[src/rtl/xor_or_bit_packer.sv]
// Packs a one-bit-per-clock result stream into WIDTH-bit words behind two
// valid/ready handshakes, with flush of a partial word and a valid-bit count.
module xor_or_bit_packer #(
  parameter int WIDTH     = 8,
  parameter bit MSB_FIRST = 1'b1
) (
  input  logic                   clk,
  input  logic                   rst_n,
  input  logic                   bit_in,
  input  logic                   bit_valid,
  output logic                   bit_ready,
  input  logic                   flush,
  output logic [WIDTH-1:0]       word_out,
  output logic [$clog2(WIDTH):0] word_bits,
  output logic                   word_valid,
  input  logic                   word_ready
);
  localparam int CW = $clog2(WIDTH) + 1;
  localparam logic [CW-1:0] LAST = CW'(WIDTH - 1);

  // acc_q holds bits in arrival order (bit k = k-th arrival); placement
  // into word_out happens only when a word is loaded.
  logic [WIDTH-2:0] acc_q, acc_d;
  logic [CW-1:0]    cnt_q, cnt_d;
  logic             fp_q, fp_d;
  logic [WIDTH-1:0] word_q, word_d;
  logic [CW-1:0]    bits_q, bits_d;
  logic             vld_q, vld_d;

  logic             out_free, accept, load;
  logic [WIDTH-1:0] load_vec, placed;
  logic [CW-1:0]    load_bits;

  assign out_free  = !vld_q || word_ready;
  assign bit_ready = rst_n && !fp_q && !(cnt_q == LAST && !out_free);
  assign accept    = bit_valid && bit_ready;

  always_comb begin
    acc_d     = acc_q;
    cnt_d     = cnt_q;
    fp_d      = fp_q;
    word_d    = word_q;
    bits_d    = bits_q;
    vld_d     = vld_q;
    load      = 1'b0;
    load_vec  = '0;
    load_bits = '0;
    placed    = '0;

    if (accept) begin
      if (cnt_q == LAST) begin
        load      = 1'b1;
        load_vec  = {bit_in, acc_q};
        load_bits = CW'(WIDTH);
        acc_d     = '0;
        cnt_d     = '0;
      end else begin
        for (int i = 0; i < WIDTH - 1; i++)
          if (CW'(i) == cnt_q) acc_d[i] = bit_in;
        cnt_d = cnt_q + 1'b1;
      end
    end

    // Flush sees the accumulator after this cycle's bit; a word completed
    // by that bit leaves cnt_d at zero, so the flush is a no-op.
    if ((flush || fp_q) && cnt_d != '0) begin
      if (out_free) begin
        load      = 1'b1;
        load_vec  = {1'b0, acc_d};
        load_bits = cnt_d;
        acc_d     = '0;
        cnt_d     = '0;
        fp_d      = 1'b0;
      end else begin
        fp_d = 1'b1;
      end
    end

    for (int i = 0; i < WIDTH; i++)
      placed[MSB_FIRST ? (WIDTH - 1 - i) : i] = load_vec[i];

    if (load) begin
      word_d = placed;
      bits_d = load_bits;
      vld_d  = 1'b1;
    end else if (vld_q && word_ready) begin
      vld_d = 1'b0;
    end
  end

  always_ff @(posedge clk) begin
    if (!rst_n) begin
      acc_q  <= '0;
      cnt_q  <= '0;
      fp_q   <= 1'b0;
      word_q <= '0;
      bits_q <= '0;
      vld_q  <= 1'b0;
    end else begin
      acc_q  <= acc_d;
      cnt_q  <= cnt_d;
      fp_q   <= fp_d;
      word_q <= word_d;
      bits_q <= bits_d;
      vld_q  <= vld_d;
    end
  end

  assign word_out   = word_q;
  assign word_bits  = bits_q;
  assign word_valid = vld_q;
endmodule

[config.mk]
export PLATFORM = sky130hd
export DESIGN_NAME = xor_or_bit_packer
export DESIGN_NICKNAME = d
export VERILOG_FILES = /design/src/rtl/xor_or_bit_packer.sv
export SDC_FILE = /design/constraint.sdc
export NUM_CORES = 1
export LEC_CHECK = 0
export ABC_CLOCK_PERIOD_IN_PS = 5870
export CAP_MARGIN = 20
export CELL_PAD_IN_SITES_DETAIL_PLACEMENT = 0
export CELL_PAD_IN_SITES_GLOBAL_PLACEMENT = 1
export CORE_MARGIN = 2
export CORE_UTILIZATION = 44
export DETAILED_ROUTE_END_ITERATION = 10
export GPL_TIMING_DRIVEN = 0
export PLACE_DENSITY = 0.94
export SKIP_LAST_GASP = 1
export SYNTH_ARGS = -nofsm -noshare
export SYNTH_HDL_FRONTEND = slang
export SYNTH_SLANG_ARGS = --single-unit
[constraint.sdc]
create_clock -name clk -period 5.87 [get_ports clk]
set_input_delay 0.8805 -clock clk [delete_from_list [all_inputs] [get_ports clk]]
set_output_delay 0.8805 -clock clk [all_outputs]
set_load 0.01 [all_outputs]
Yosys cells after proc, flatten, opt, wreduce, memory -nomap -nowiden
Cells that the tools add are included.
W data, S select, Z words.
{ "word_totals": {"mem_count": 0, "output_inout_bits": 14, "rom_bits": 0, "word_cells": 59, "input_bits": 6, "ram_bits": 0, "latch_bits": 0, "reg_bits": 25} }
{ "op_classes": {"mul": 0, "n_lt_le_gt_ge": 0, "n_reduce_logical": 15, "shift": 0, "add_sub_neg": 1, "n_eq_ne": 7, "n_bitwise": 0, "mux": 30, "n_div": 0} }
{ "ops": {"columns": ["operator", "n"], "rows": [
  ["$mux W4", 8],
  ["$mux W8", 4],
  ["$mux W7", 4],
  ["$mux W1", 14],
  ["$eq A3 B4 Y1 const A", 3],
  ["$eq A2 B4 Y1 const A", 2],
  ["$logic_and A1 B1 Y1", 6],
  ["$add A4 B1 Y4 const B", 1],
  ["$eq A1 B4 Y1 const A", 1],
  ["$eq A4 B3 Y1 const B", 1],
  ["$logic_not A1 Y1", 4],
  ["$logic_not A4 Y1", 1],
  ["$reduce_bool A4 Y1", 1],
  ["$logic_or A1 B1 Y1", 2],
  ["$reduce_bool A2 Y1", 1]
]} }

Logic depth before layout (Yosys ltp)
{ "depth": {"depth_word": 12, "depth_mapped": 7, "ltp_nobuf": 7} }

Worst setup path before layout
OpenSTA, ideal clock, no wires.
{ "synth_path": {"path_type": "input port to output port", "start": "input port rst_n", "end": "output port bit_ready", "t_arrival_ps": 1521, "cell_stages": 3, "setup_slack_ps": 3468, "path_buffers": 2, "path_cell_list": "buf_4 -> clkbuf_1 -> and3_1"} }
{ "synth_via": {"elab_chain_cells": 2} }
{ "synth_lines": {"columns": ["element", "line", "rtl"], "rows": [
  ["from (decl)", "8", "input logic rst_n,"],
  ["$logic_and A1 B1 Y1 (2 in series)", "35", "assign bit_ready = rst_n && !fp_q && !(cnt_q == LAST && !out_free);"],
  ["to (decl)", "11", "output logic bit_ready,"]
]} }
Every way passes these cells.

Worst setup path in the final report
{ "layout_path": {"start": "input port word_ready", "end": "output port bit_ready"} }
{ "layout_via": {"elab_chain_cells": 5} }
{ "layout_lines": {"columns": ["element", "line", "rtl"], "rows": [
  ["from (decl)", "16", "input logic word_ready"],
  ["$logic_or A1 B1 Y1", "34", "assign out_free = !vld_q || word_ready;"],
  ["$logic_not A1 Y1", "35", null],
  ["$logic_and A1 B1 Y1", "35", null],
  ["$logic_not A1 Y1", "35", null],
  ["$logic_and A1 B1 Y1", "35", null]
]} }
Every way passes these cells.

==> key figures <==
CTS
  – Longest Clk Path Bufs: 2
  – Clock slew at reported path FFs: 0.13 ns
  – Clk_lat worst skew: 0.32 ns
  – TritonCTS clock tree: built
  – Post-CTS Hold Buffers: 0
  – Htree depth: 1
  – PostCTS Resize Cnt: 0
  – Post-CTS Setup Repair Bufs: 0
  – Clock sinks: 25
  – Cts bufs inserted: 3
  – Clock root buffer: clkbuf_4

Worst hold path
  – HP Start: word_bits[1]
  – Worst hold-check path type: register to register

Synthesis
  – Yosys reg bits: 25
  – Share of the synthesized area in the top cell type: 0.324
  – Sequential area share after synthesis: 0.324
  – Synth cell types: 49
  – Commonest cells post-synth: 25 x dfxtp_1, 12 x nor3_1, 11 x nor2_1
  – FFs w/ async S/R, synth: 0
  – Synthesized area: 1540 um^2
  – Yosys synthesis warning count: 0
  – Synth Instances: 174
  – Mean post-synth cell area: 8.87 um^2
  – Largest cells by area after synthesis: dfxtp_1 32%, nor3_1 3.9%, ha_1 3.2%
  – Primary FF master, synth: dfxtp_1
  – Syn nets: 184
  – Most common cell in the netlist: dfxtp_1
  – Cell taking the most area after synthesis: dfxtp_1
  – Post-synth EDFFs: 0

Power
  – Pleak: 0.685 nW
  – VDD IR-drop max: 0.138 mV
  – Pwr Density: 175 nW/um^2

Detailed routing
  – ANT nets after route: 0
  – Vias per inst: 5.97
  – Via count: 1444
  – Final WL: 4050 um
  – 1st-iter DRT viols: 94
  – Wire length per cell: 16.7 um
  – # DRC: 0
  – 1st-pass router iterations: 4

STA
  – Endpoints failing hold: 0
  – Post-layout min period: 3.34 ns
  – Final Max Tran Viols: 0
  – Setup violations, final: 0
  – Final Cycle Share: 0.569
  – TNS Setup: 0 ns
  – Worst rel slew slack: 0.621
  – Max Fclk: 299 MHz
  – RSZ-0062 raised after global routing: no
  – Final setup skew: 0.00111 ns
  – Worst slew pin tran: 0.564 ns

Global routing
  – Gr ovfl total: 0
  – Vias in the first global route: 1444
  – Antenna violations before repair: 0
  – First-pass GRT wire length: 7090 um
  – Largest net degree at the start of global routing: 15
  – Total track usage: 0.221

Cells and area
  – Multi-input gate area: 948 um^2
  – Nets@finish: 207
  – Layout cells sized above 1: 0.122
  – Fillers: 346
  – Antenna cell count: 0
  – Final instance area: 1810 um^2
  – Area Overhead vs Synth: 17.2%
  – Register area: 500 um^2

Worst setup path
  – Critical path origin: word_ready
  – CP max FO: 8
  – WP data arrival: 2.46 ns
  – R2R Path Start: cnt_q[1]
  – Crit Path Category: input port to primary output
  – Crit path required time: 4.99 ns
  – Critical Path Start Type: input port
  – Worst setup EP type: primary output

Die
  – Cell Rows: 21
  – Die Y-Extent: 63.2 um
  – Core ar.: 3360 um^2
  – Die area: 4000 um^2
  – Die width: 63.2 um
  – IO Pins: 20
  – Initial Utilization: 0.459

Run
  – Max Cap Viol: 0

Status
  – Status: finished clean

Placed design
  – Placed wire-length estimate: 3000 um
  – Port Buffer Count: 18
  – Post-DP Area: 1780 um^2
  – Routability Congestion: 0.897
==> path summary, 6_finish.rpt <==
| kind | to | slack (ns) | depth (start not counted) |
|---|---|---|---|
| max | bit_ready | 2.53 | 6 |
| min | word_bits[1] | 0.49 | 2 |
| max reg2reg | word_out[4] | 3.42 | 6 |
| min reg2reg | word_bits[1] | 0.49 | 2 |
==> cell families after synthesis <==
| family | after synthesis | synth area share |
|---|---|---|
| adder cells (fa/ha/maj) | 4 | 0.0324 |
| buffers and inverters | 20 | 0.0616 |
| XOR/XNOR | 1 | 0.0105 |
| flip-flops | 25 | 0.324 |
| multiplexers | 6 | 0.0397 |
| AND/OR/NAND/NOR | 62 | 0.240 |
| AO/OA/AOI/OAI | 56 | 0.292 |
==> layout make-up <==
class,instances,area share
Sequential cell,25,0.277
Buffer,10,0.0318
Clock buffer,3,0.0124
Tap cell,46,0.0318
Timing Repair Buffer,18,0.0996
Inverter,10,0.0207
Clock inverter,1,0.00277
Multi-Input combinational cell,129,0.524
==> metrics by stage <==
step / instances / util / power (W) / hold WS, ns / setup WS [ns]
after floorplan: 174 / - / 0.000220 / 0.490 / 3.47
after global placement: 238 / 0.530 / 0.000241 / 0.458 / 2.55
after detailed placement: 238 / 0.530 / 0.000242 / 0.461 / 2.54
after CTS: 242 / 0.538 / 0.000318 / 0.487 / 2.54
after global routing: 242 / 0.538 / 0.000335 / 0.523 / 2.42
final: 242 / 0.538 / 0.000316 / 0.493 / 2.53
==> registers in the layout (all words and copies together) (netlist names) <==
name	cells
word_bits	4
word_valid	1
acc_q	7
cnt_q	4
fp_q	1
word_out	8
==> power by group <==
part           leakage (nW)  switching [W]  internal [W]
sequential            0.202     0.00000434      0.000174
combinational         0.465      0.0000344     0.0000259
clock                0.0177      0.0000518     0.0000255
==> worst max-delay path, stage by stage <==
cell and delay [ns]:
clkdlybuf4s50_1 0.46, nor2b_1 0.12, buf_2 0.22, nand2_1 0.10, and3_1 0.20, clkdlybuf4s50_1 0.48
==> layer usage <==
layer,wire [um],global-route usage,vias to the layer above
met3,188,0.0393,2
met2,1990,0.387,41
met1,1860,0.293,692
met4,18,0.0245,0
met5,0,0,-
li1,-,-,709
==> cell usage in the layout, fill, tap and decap left out, types with 2 or more instances in the layout <==
cell and instances:
o211ai_2 2, nor3_1 12, nand2b_1 2, and2_1 2, mux2i_1 5, a211oi_1 2, o31a_1 2, a21oi_1 9
buf_4 2, a22o_1 3, dfxtp_1 25, o211ai_1 3, nor2b_1 5, o21a_1 2, nand3b_1 2, a311o_1 3
and3_1 3, o221ai_1 3, inv_1 9, o21ai_0 8, nor2_1 11, clkbuf_1 3, nand3_1 2, a221oi_2 3
clkdlybuf4s50_1 18, nor3b_1 4, a31oi_1 7, ha_1 4, buf_2 4, and3b_1 3, clkbuf_4 3, o32ai_1 2
nand2_1 9
No activity file was read; power rests on OpenSTA's default activity.
